[config.mk]
export PLATFORM = sky130hd
export DESIGN_NAME = ps2_voice_allocator
export DESIGN_NICKNAME = d
export VERILOG_FILES = /design/src/rtl/synth_pkg.sv /design/src/rtl/ps2_event_parser.sv /design/src/rtl/ps2_voice_allocator.sv
export SDC_FILE = /design/constraint.sdc
export NUM_CORES = 1
export LEC_CHECK = 0
export ABC_AREA = 0
export CORE_ASPECT_RATIO = 2
export CORE_MARGIN = 2
export CORE_UTILIZATION = 40
export CTS_CLUSTER_DIAMETER = 30
export CTS_CLUSTER_SIZE = 16
export DETAILED_ROUTE_END_ITERATION = 10
export MAX_ROUTING_LAYER = met4
export SYNTH_ARGS = -nofsm -noshare
export SYNTH_HDL_FRONTEND = slang
export SYNTH_HIERARCHICAL = 1
export SYNTH_SLANG_ARGS = --single-unit
[constraint.sdc]
create_clock -name clk -period 4.75 [get_ports clk]
set_input_delay 0.95 -clock clk [delete_from_list [all_inputs] [get_ports clk]]
set_output_delay 0.95 -clock clk [all_outputs]
set_load 0.05 [all_outputs]
[src/rtl/synth_pkg.sv]
// Shared types and PS/2 constants for the keyboard synth voice path.
// Used by ps2_event_parser and ps2_voice_allocator.
package synth_pkg;

  localparam int KEY_W = 9;
  localparam logic [7:0] PS2_BREAK = 8'hF0;
  localparam logic [7:0] PS2_EXT = 8'hE0;

  typedef enum logic [1:0] {
    IDLE,
    EXT,
    BRK,
    EXT_BRK
  } ps2_state_t;

  typedef struct packed {
    logic valid;
    logic is_break;
    logic [KEY_W-1:0] key;
  } key_event_t;

  // Controller responses and fillers that never map to a key.
  function automatic logic ps2_ignored(input logic [7:0] c);
    return c inside {8'hAA, 8'hFA, 8'hFE, 8'h00, 8'hFF};
  endfunction

endpackage

[src/rtl/ps2_event_parser.sv]
// PS/2 set-2 byte stream to registered make/break key events.
// flush returns to IDLE and drops any byte arriving with it.
module ps2_event_parser
  import synth_pkg::*;
(
  input  logic clk,
  input  logic rst,
  input  logic [7:0] code,
  input  logic code_valid,
  input  logic flush,
  output key_event_t ev
);

  ps2_state_t state;

  always_ff @(posedge clk or posedge rst) begin
    if (rst) begin
      state <= IDLE;
      ev <= '0;
    end else begin
      ev.valid <= 1'b0;
      if (flush) begin
        state <= IDLE;
      end else if (code_valid) begin
        unique case (state)
          IDLE: begin
            if (code == PS2_EXT) begin
              state <= EXT;
            end else if (code == PS2_BREAK) begin
              state <= BRK;
            end else if (!ps2_ignored(code)) begin
              ev <= '{valid: 1'b1, is_break: 1'b0,
                      key: {1'b0, code}};
            end
          end
          EXT: begin
            if (code == PS2_BREAK) begin
              state <= EXT_BRK;
            end else if (code != PS2_EXT) begin
              ev <= '{valid: 1'b1, is_break: 1'b0,
                      key: {1'b1, code}};
              state <= IDLE;
            end
          end
          BRK: begin
            if (code != PS2_BREAK) begin
              ev <= '{valid: 1'b1, is_break: 1'b1,
                      key: {1'b0, code}};
              state <= IDLE;
            end
          end
          EXT_BRK: begin
            ev <= '{valid: 1'b1, is_break: 1'b1,
                    key: {1'b1, code}};
            state <= IDLE;
          end
          default: state <= IDLE;
        endcase
      end
    end
  end

endmodule

[src/rtl/ps2_voice_allocator.sv]
// Polyphonic voice allocator with oldest-voice stealing.
// Optional sustain pedal support via VOICE_SUSTAIN_EN.
module ps2_voice_allocator
  import synth_pkg::*;
#(
  parameter int NUM_VOICES = 4
) (
  input  logic clk,
  input  logic rst,
  input  logic [7:0] code_in,
  input  logic code_valid_in,
  input  logic all_off_in,
`ifdef VOICE_SUSTAIN_EN
  input  logic sustain_in,
`endif
  output logic [KEY_W*NUM_VOICES-1:0] voice_key_out,
  output logic [NUM_VOICES-1:0] voice_active_out,
  output logic [NUM_VOICES-1:0] voice_trig_out,
  output logic [NUM_VOICES-1:0] voice_rel_out,
  output logic steal_out
);

  localparam int AGE_W = $clog2(NUM_VOICES);
  localparam logic [AGE_W-1:0] AGE_MAX =
    AGE_W'(NUM_VOICES - 1);

  key_event_t ev;
  logic [KEY_W-1:0] key [NUM_VOICES];
  logic [AGE_W-1:0] age [NUM_VOICES];
  logic [NUM_VOICES-1:0] active;

  logic hit, free_any;
  logic [AGE_W-1:0] hit_idx, free_idx, old_idx, sel_idx;
  logic [AGE_W-1:0] old_age;
  logic ev_make, ev_brk, retrig;
  logic do_alloc, do_steal, do_rel;

  ps2_event_parser u_parser (
    .clk(clk),
    .rst(rst),
    .code(code_in),
    .code_valid(code_valid_in),
    .flush(all_off_in),
    .ev(ev)
  );

`ifdef VOICE_SUSTAIN_EN
  logic [NUM_VOICES-1:0] sus;
  logic sustain_q, fall, do_hold;
  assign fall = sustain_q & ~sustain_in;
`endif

  // Descending scans so the lowest index wins.
  always_comb begin
    hit = 1'b0;
    hit_idx = '0;
    free_any = 1'b0;
    free_idx = '0;
    for (int i = NUM_VOICES - 1; i >= 0; i--) begin
      if (active[i] && key[i] == ev.key) begin
        hit = 1'b1;
        hit_idx = AGE_W'(i);
      end
      if (!active[i]) begin
        free_any = 1'b1;
        free_idx = AGE_W'(i);
      end
    end
  end

  always_comb begin
    old_idx = '0;
    old_age = age[0];
    for (int i = 1; i < NUM_VOICES; i++) begin
      if (age[i] > old_age) begin
        old_age = age[i];
        old_idx = AGE_W'(i);
      end
    end
  end

  always_comb begin
    ev_make = ev.valid & ~ev.is_break;
    ev_brk = ev.valid & ev.is_break;
`ifdef VOICE_SUSTAIN_EN
    retrig = ev_make & hit & sus[hit_idx];
    do_rel = ev_brk & hit & ~sustain_in;
    do_hold = ev_brk & hit & sustain_in;
`else
    retrig = 1'b0;
    do_rel = ev_brk & hit;
`endif
    do_alloc = ev_make & (~hit | retrig);
    do_steal = ev_make & ~hit & ~free_any;
    sel_idx = retrig   ? hit_idx :
              free_any ? free_idx : old_idx;
  end

  always_ff @(posedge clk or posedge rst) begin
    if (rst) begin
      for (int i = 0; i < NUM_VOICES; i++) begin
        key[i] <= '0;
        age[i] <= '0;
      end
      active <= '0;
      voice_trig_out <= '0;
      voice_rel_out <= '0;
      steal_out <= 1'b0;
`ifdef VOICE_SUSTAIN_EN
      sus <= '0;
      sustain_q <= 1'b0;
`endif
    end else begin
      voice_trig_out <= '0;
      voice_rel_out <= '0;
      steal_out <= 1'b0;
`ifdef VOICE_SUSTAIN_EN
      sustain_q <= sustain_in;
`endif
      if (all_off_in) begin
        voice_rel_out <= active;
        active <= '0;
`ifdef VOICE_SUSTAIN_EN
        sus <= '0;
`endif
      end else begin
        steal_out <= do_steal;
        for (int i = 0; i < NUM_VOICES; i++) begin
          if (do_alloc) begin
            if (AGE_W'(i) == sel_idx) begin
              key[i] <= ev.key;
              active[i] <= 1'b1;
              voice_trig_out[i] <= 1'b1;
              age[i] <= '0;
            end else if (active[i] && age[i] != AGE_MAX) begin
              age[i] <= age[i] + 1'b1;
            end
          end
          if (do_rel && AGE_W'(i) == hit_idx) begin
            active[i] <= 1'b0;
            voice_rel_out[i] <= 1'b1;
          end
`ifdef VOICE_SUSTAIN_EN
          if (do_alloc && AGE_W'(i) == sel_idx) begin
            sus[i] <= 1'b0;
          end else if (fall && sus[i]) begin
            sus[i] <= 1'b0;
            active[i] <= 1'b0;
            voice_rel_out[i] <= 1'b1;
          end else if (do_hold && AGE_W'(i) == hit_idx) begin
            sus[i] <= 1'b1;
          end
`endif
        end
      end
    end
  end

  always_comb begin
    voice_key_out = '0;
    for (int i = 0; i < NUM_VOICES; i++) begin
      voice_key_out[KEY_W*i +: KEY_W] = key[i];
    end
  end

  assign voice_active_out = active;

endmodule

==> flow_results.org <==
** Run status
- The run finished with clean final reports.

** Critical path
- Critical Path AT :: 4340 ps
- In this run the critical register-to-register path is launched from age[5]$_DFFE_PP0P_.
- Crit. End Element :: flop
- End of the worst register-to-register path :: voice_key_out[0]$_DFFE_PP0P_
- Sort of element at the start of the critical path :: flop
- The most critical setup path has its startpoint at age[5]$_DFFE_PP0P_.
- The critical path in this run is classified as reg2reg.
- The worst register-to-register path has a depth of 16.
- CP endpoint :: voice_key_out[0]$_DFFE_PP0P_
- Along the worst path, the maximum fanout reaches 10.
- Data on the critical path is required at its endpoint by 4960 ps.
- Setup slack on the worst reg-to-reg path comes out at 620 ps.

** CTS
- Clock slew at the register clock pins of the worst setup and hold paths :: 50 ps
- The clock passes through at most 2 buffers.
- The H-tree generated during clock tree synthesis spans 3 levels.
- Buffers added to address setup during post-CTS repair amount to 0.
- Insertion delay to the later sink of the worst-skew pair :: 330 ps
- Cts repair resizes :: 0
- The number of hold buffers added after CTS was 0.
- CTS placed an instance of sky130_fd_sc_hd__clkbuf_16 at the clock tree root.
- TritonCTS built the clock tree.
- Clock tree sinks :: 70
- CTS Buf Count :: 9

** Run
- The tool flagged a number of max-cap violations equal to 0.

** Final layout
- The number of antenna diodes in the final layout is 0.
- After routing the design area is 0.00470 mm^2.
- From synthesis to final layout, the design area changed by 23.0%.
- At the end of the flow, the number of nets in the layout was 400.
- Cells with a size suffix above 1 make up 19.0% of the layout.
- The layout has 833 filler cells.
- Final std cells w/o fill :: 483

** Place
- The count of buffers added on input and output ports is 60.
- The placed instances occupy a cell area of 0.00445 mm^2.
- At the end of routability-driven placement, the weighted congestion stood at 0.826.
- Once detailed placement completed, the half-perimeter wirelength came to 6850 um.
- After detailed placement, the design holds a cell count of 469.

** Logic synthesis
- Gate count after technology mapping :: 317
- Ys Warns :: 6
- When the netlist entered floorplanning its net count stood at 341.
- After synthesis, the share of flip-flops with an asynchronous set or reset is 100%.
- Ys flop type :: sky130_fd_sc_hd__dfrtp_1
- In this run the mean area of a mapped cell was 12.1 um^2.
- In this run, synthesis produced a sequential element count of 70.
- Share of the yosys chip area belonging to registers :: 45.8%
- Synthesized cell area :: 0.00382 mm^2
- Distinct cell type count of the synthesized netlist :: 54
- Yosys mapped a number of flops with a built-in enable equal to 0.

** Timing
- Based on the critical path, the design can be clocked at up to 0.242 GHz.
- # setup viols final :: 0
- Worst-case clock skew :: 7.32 ps
- In the final timing run, aggregate negative setup slack is 0 ps.
- Final worst path period share :: 86.9%
- In this run the tightest slew margin relative to its limit is 51.9%.
- For the pin with the worst max-slew slack, the measured transition is 721 ps.
- RSZ-0062 raised after global routing :: no
- Hold Fails Final Rpt :: 0
- Final min period :: 4130 ps
- Final Max Tran Viols :: 0

** Power
- Leakage :: 2.03 nW
- Highest ir drop seen on vdd :: 0.000200 V
- Dividing total power by cell area gives a power density of 414 mW/mm^2.

** Die
- Cell Rows :: 50
- Height of the die :: 142 um
- Core area :: 0.00932 mm^2
- Once the floorplan was initialized, standard cells occupied 41.0% of the core.
- Top-level I/O count :: 61
- Die outline area :: 0.0104 mm^2
- The floorplan step set the die width to 73.1 um.

** Routing
- Routed wire length per instance :: 18.1 um
- Routed via count divided by cell count :: 5.40
- First-pass iteration count of the detailed router :: 4
- Wire length reported by the detailed router :: 8730 um
- In the routed design, unresolved DRC markers number 0.
- Antenna viol nets, final :: 0
- For this block, the initial DRC count from the detailed router was 178.
- Detailed routing inserted a total of 2608 vias.

** Global routing
- Via count of the first global-routing pass :: 2725
- Antenna violations before repair :: 0
- Global-route total usage across every layer :: 19.0%
- Global routing finished with a remaining overflow of 0.
- The first global-routing pass estimated 14300 um of wire.
- Maximum number of pins on one net before global-route repair :: 34

** Hold path
- Class of the most critical hold timing path :: reg2reg
## how the worst min path moves through the flow
stage | from | cells after the start | endpoint
6_report | age[4]$_DFFE_PP0P_ | 1 | age[4]$_DFFE_PP0P_
5_1_grt | age[7]$_DFFE_PP0P_ | 1 | age[7]$_DFFE_PP0P_
2_1_floorplan | u_parser/ev[3]$_DFFE_PP0P_ | 1 | u_parser/ev[3]$_DFFE_PP0P_
3_3_place_gp | age[7]$_DFFE_PP0P_ | 1 | age[7]$_DFFE_PP0P_
4_1_cts | age[7]$_DFFE_PP0P_ | 1 | age[7]$_DFFE_PP0P_
3_5_place_dp | age[7]$_DFFE_PP0P_ | 1 | age[7]$_DFFE_PP0P_
## synth_stat cells (2+ instances only)
cell                        count  area share [%]
sky130_fd_sc_hd__mux2_2        23             6.8
sky130_fd_sc_hd__and3_1         2            0.33
sky130_fd_sc_hd__o221ai_1       2            0.46
sky130_fd_sc_hd__a21oi_1        7            0.92
sky130_fd_sc_hd__dfrtp_1       70              46
sky130_fd_sc_hd__mux2_4        16             6.3
sky130_fd_sc_hd__or4_1          2            0.39
sky130_fd_sc_hd__nand2_1       12             1.2
sky130_fd_sc_hd__buf_4          4            0.79
sky130_fd_sc_hd__or3_2          2            0.39
sky130_fd_sc_hd__o31ai_1        2            0.39
sky130_fd_sc_hd__o21ai_0        7            0.92
sky130_fd_sc_hd__xnor2_1       36             8.2
sky130_fd_sc_hd__nand3_1        7            0.92
sky130_fd_sc_hd__and2b_1        4            0.79
sky130_fd_sc_hd__nor2_1         9            0.88
sky130_fd_sc_hd__o2bb2ai_1      3            0.69
sky130_fd_sc_hd__buf_6          8             2.4
sky130_fd_sc_hd__nor3_1         7            0.92
sky130_fd_sc_hd__clkbuf_1       2            0.20
sky130_fd_sc_hd__nor2b_1        5            0.82
sky130_fd_sc_hd__a32o_1         3            0.79
sky130_fd_sc_hd__nand4_1        9             1.5
sky130_fd_sc_hd__ha_1          12             3.9
sky130_fd_sc_hd__mux2_1         7             2.1
sky130_fd_sc_hd__a31oi_1        2            0.33
sky130_fd_sc_hd__nor2_8         2             1.0
sky130_fd_sc_hd__nand4_2        3            0.98
sky130_fd_sc_hd__o22ai_1        3            0.49
sky130_fd_sc_hd__inv_1         17             1.7
sky130_fd_sc_hd__nand2b_1       4            0.65
sky130_fd_sc_hd__xor2_1         2            0.46
sky130_fd_sc_hd__a21o_1         2            0.39
## cell families (layout without fill, tap and decap cells)
| logic type | after synthesis | in the layout | share of synthesized area [%] |
|---|---|---|---|
| multiplexers | 47 | 47 | 15.4 |
| buffers and inverters | 32 | 94 | 5.10 |
| AO/OA/AOI/OAI | 42 | 42 | 8.34 |
| adder cells (fa/ha/maj) | 12 | 12 | 3.93 |
| XOR/XNOR | 38 | 38 | 8.70 |
| AND/OR/NAND/NOR | 76 | 76 | 12.7 |
| flip-flops | 70 | 70 | 45.8 |
## registers in the layout, summed over array words and instances (netlist names)
signal and count:
age 8, steal_out 1, u_parser/ev 11, u_parser/state 2, voice_active_out 4, voice_key_out 36
voice_rel_out 4, voice_trig_out 4
## placed cells by master (no fill, tap or decap), types with 3 or more instances in the layout
cell,n
sky130_fd_sc_hd__a21oi_1,7
sky130_fd_sc_hd__a32o_1,3
sky130_fd_sc_hd__and2b_1,4
sky130_fd_sc_hd__buf_4,3
sky130_fd_sc_hd__clkbuf_16,9
sky130_fd_sc_hd__clkdlybuf4s50_1,60
sky130_fd_sc_hd__dfrtp_1,70
sky130_fd_sc_hd__ha_1,12
sky130_fd_sc_hd__inv_1,16
sky130_fd_sc_hd__mux2_1,7
sky130_fd_sc_hd__mux2_2,23
sky130_fd_sc_hd__mux2_4,16
sky130_fd_sc_hd__nand2_1,12
sky130_fd_sc_hd__nand2b_1,4
sky130_fd_sc_hd__nand3_1,7
sky130_fd_sc_hd__nand4_1,9
sky130_fd_sc_hd__nand4_2,3
sky130_fd_sc_hd__nor2_1,9
sky130_fd_sc_hd__nor2b_1,5
sky130_fd_sc_hd__nor3_1,7
sky130_fd_sc_hd__o21ai_0,7
sky130_fd_sc_hd__o22ai_1,3
sky130_fd_sc_hd__o2bb2ai_1,3
sky130_fd_sc_hd__xnor2_1,36
## routing by layer
| layer | GRT usage (%) | wire length (um) | vias to the layer above |
|---|---|---|---|
| li1 | - | - | 1246 |
| met1 | 18.9 | 3070 | 1289 |
| met2 | 34.2 | 5100 | 53 |
| met3 | 3.47 | 232 | 20 |
| met4 | 9.06 | 322 | 0 |
| met5 | - | 0 | - |
## stage by stage
step	hold slack, ps	power [W]	util (%)	setup WS [ps]
2_1_floorplan	481	0.00120	-	1030
3_3_place_gp	505	0.00137	47.7	756
3_5_place_dp	521	0.00138	47.7	661
4_1_cts	533	0.00197	50.4	617
5_1_grt	550	0.00203	50.4	308
6_report	528	0.00195	50.4	622
## critical path, cell delays in order, from the launching register on
cell and delay (ps):
sky130_fd_sc_hd__dfrtp_1 400, sky130_fd_sc_hd__inv_1 60, sky130_fd_sc_hd__ha_1 310, sky130_fd_sc_hd__o21ba_2 230, sky130_fd_sc_hd__o21ai_0 160, sky130_fd_sc_hd__o31ai_1 120, sky130_fd_sc_hd__ha_1 280, sky130_fd_sc_hd__inv_1 50
sky130_fd_sc_hd__o22ai_1 220, sky130_fd_sc_hd__mux2_2 370, sky130_fd_sc_hd__ha_1 270, sky130_fd_sc_hd__nand3_1 80, sky130_fd_sc_hd__o21ai_2 110, sky130_fd_sc_hd__nand3_1 150, sky130_fd_sc_hd__o21ai_0 430, sky130_fd_sc_hd__nand4_2 370
sky130_fd_sc_hd__mux2_2 390
## layout make-up
cell class | instances | area [um^2] | share of cell area [%]
timing repair buffer | 63 | 623 | 13.3
multi-input combinational | 215 | 1880 | 39.9
clock buffer | 12 | 246 | 5.24
sequential | 70 | 1750 | 37.3
inverter | 17 | 63.8 | 1.36
clock inverter | 2 | 10.0 | 0.213
tap | 104 | 130 | 2.77
## power by group
part | internal (W) | switching, W
registers | 0.000667 | 0.000113
logic | 0.000256 | 0.000324
clock network | 0.000359 | 0.000228
total | 0.00128 | 0.000665
(Power assumes the default switching activity.)
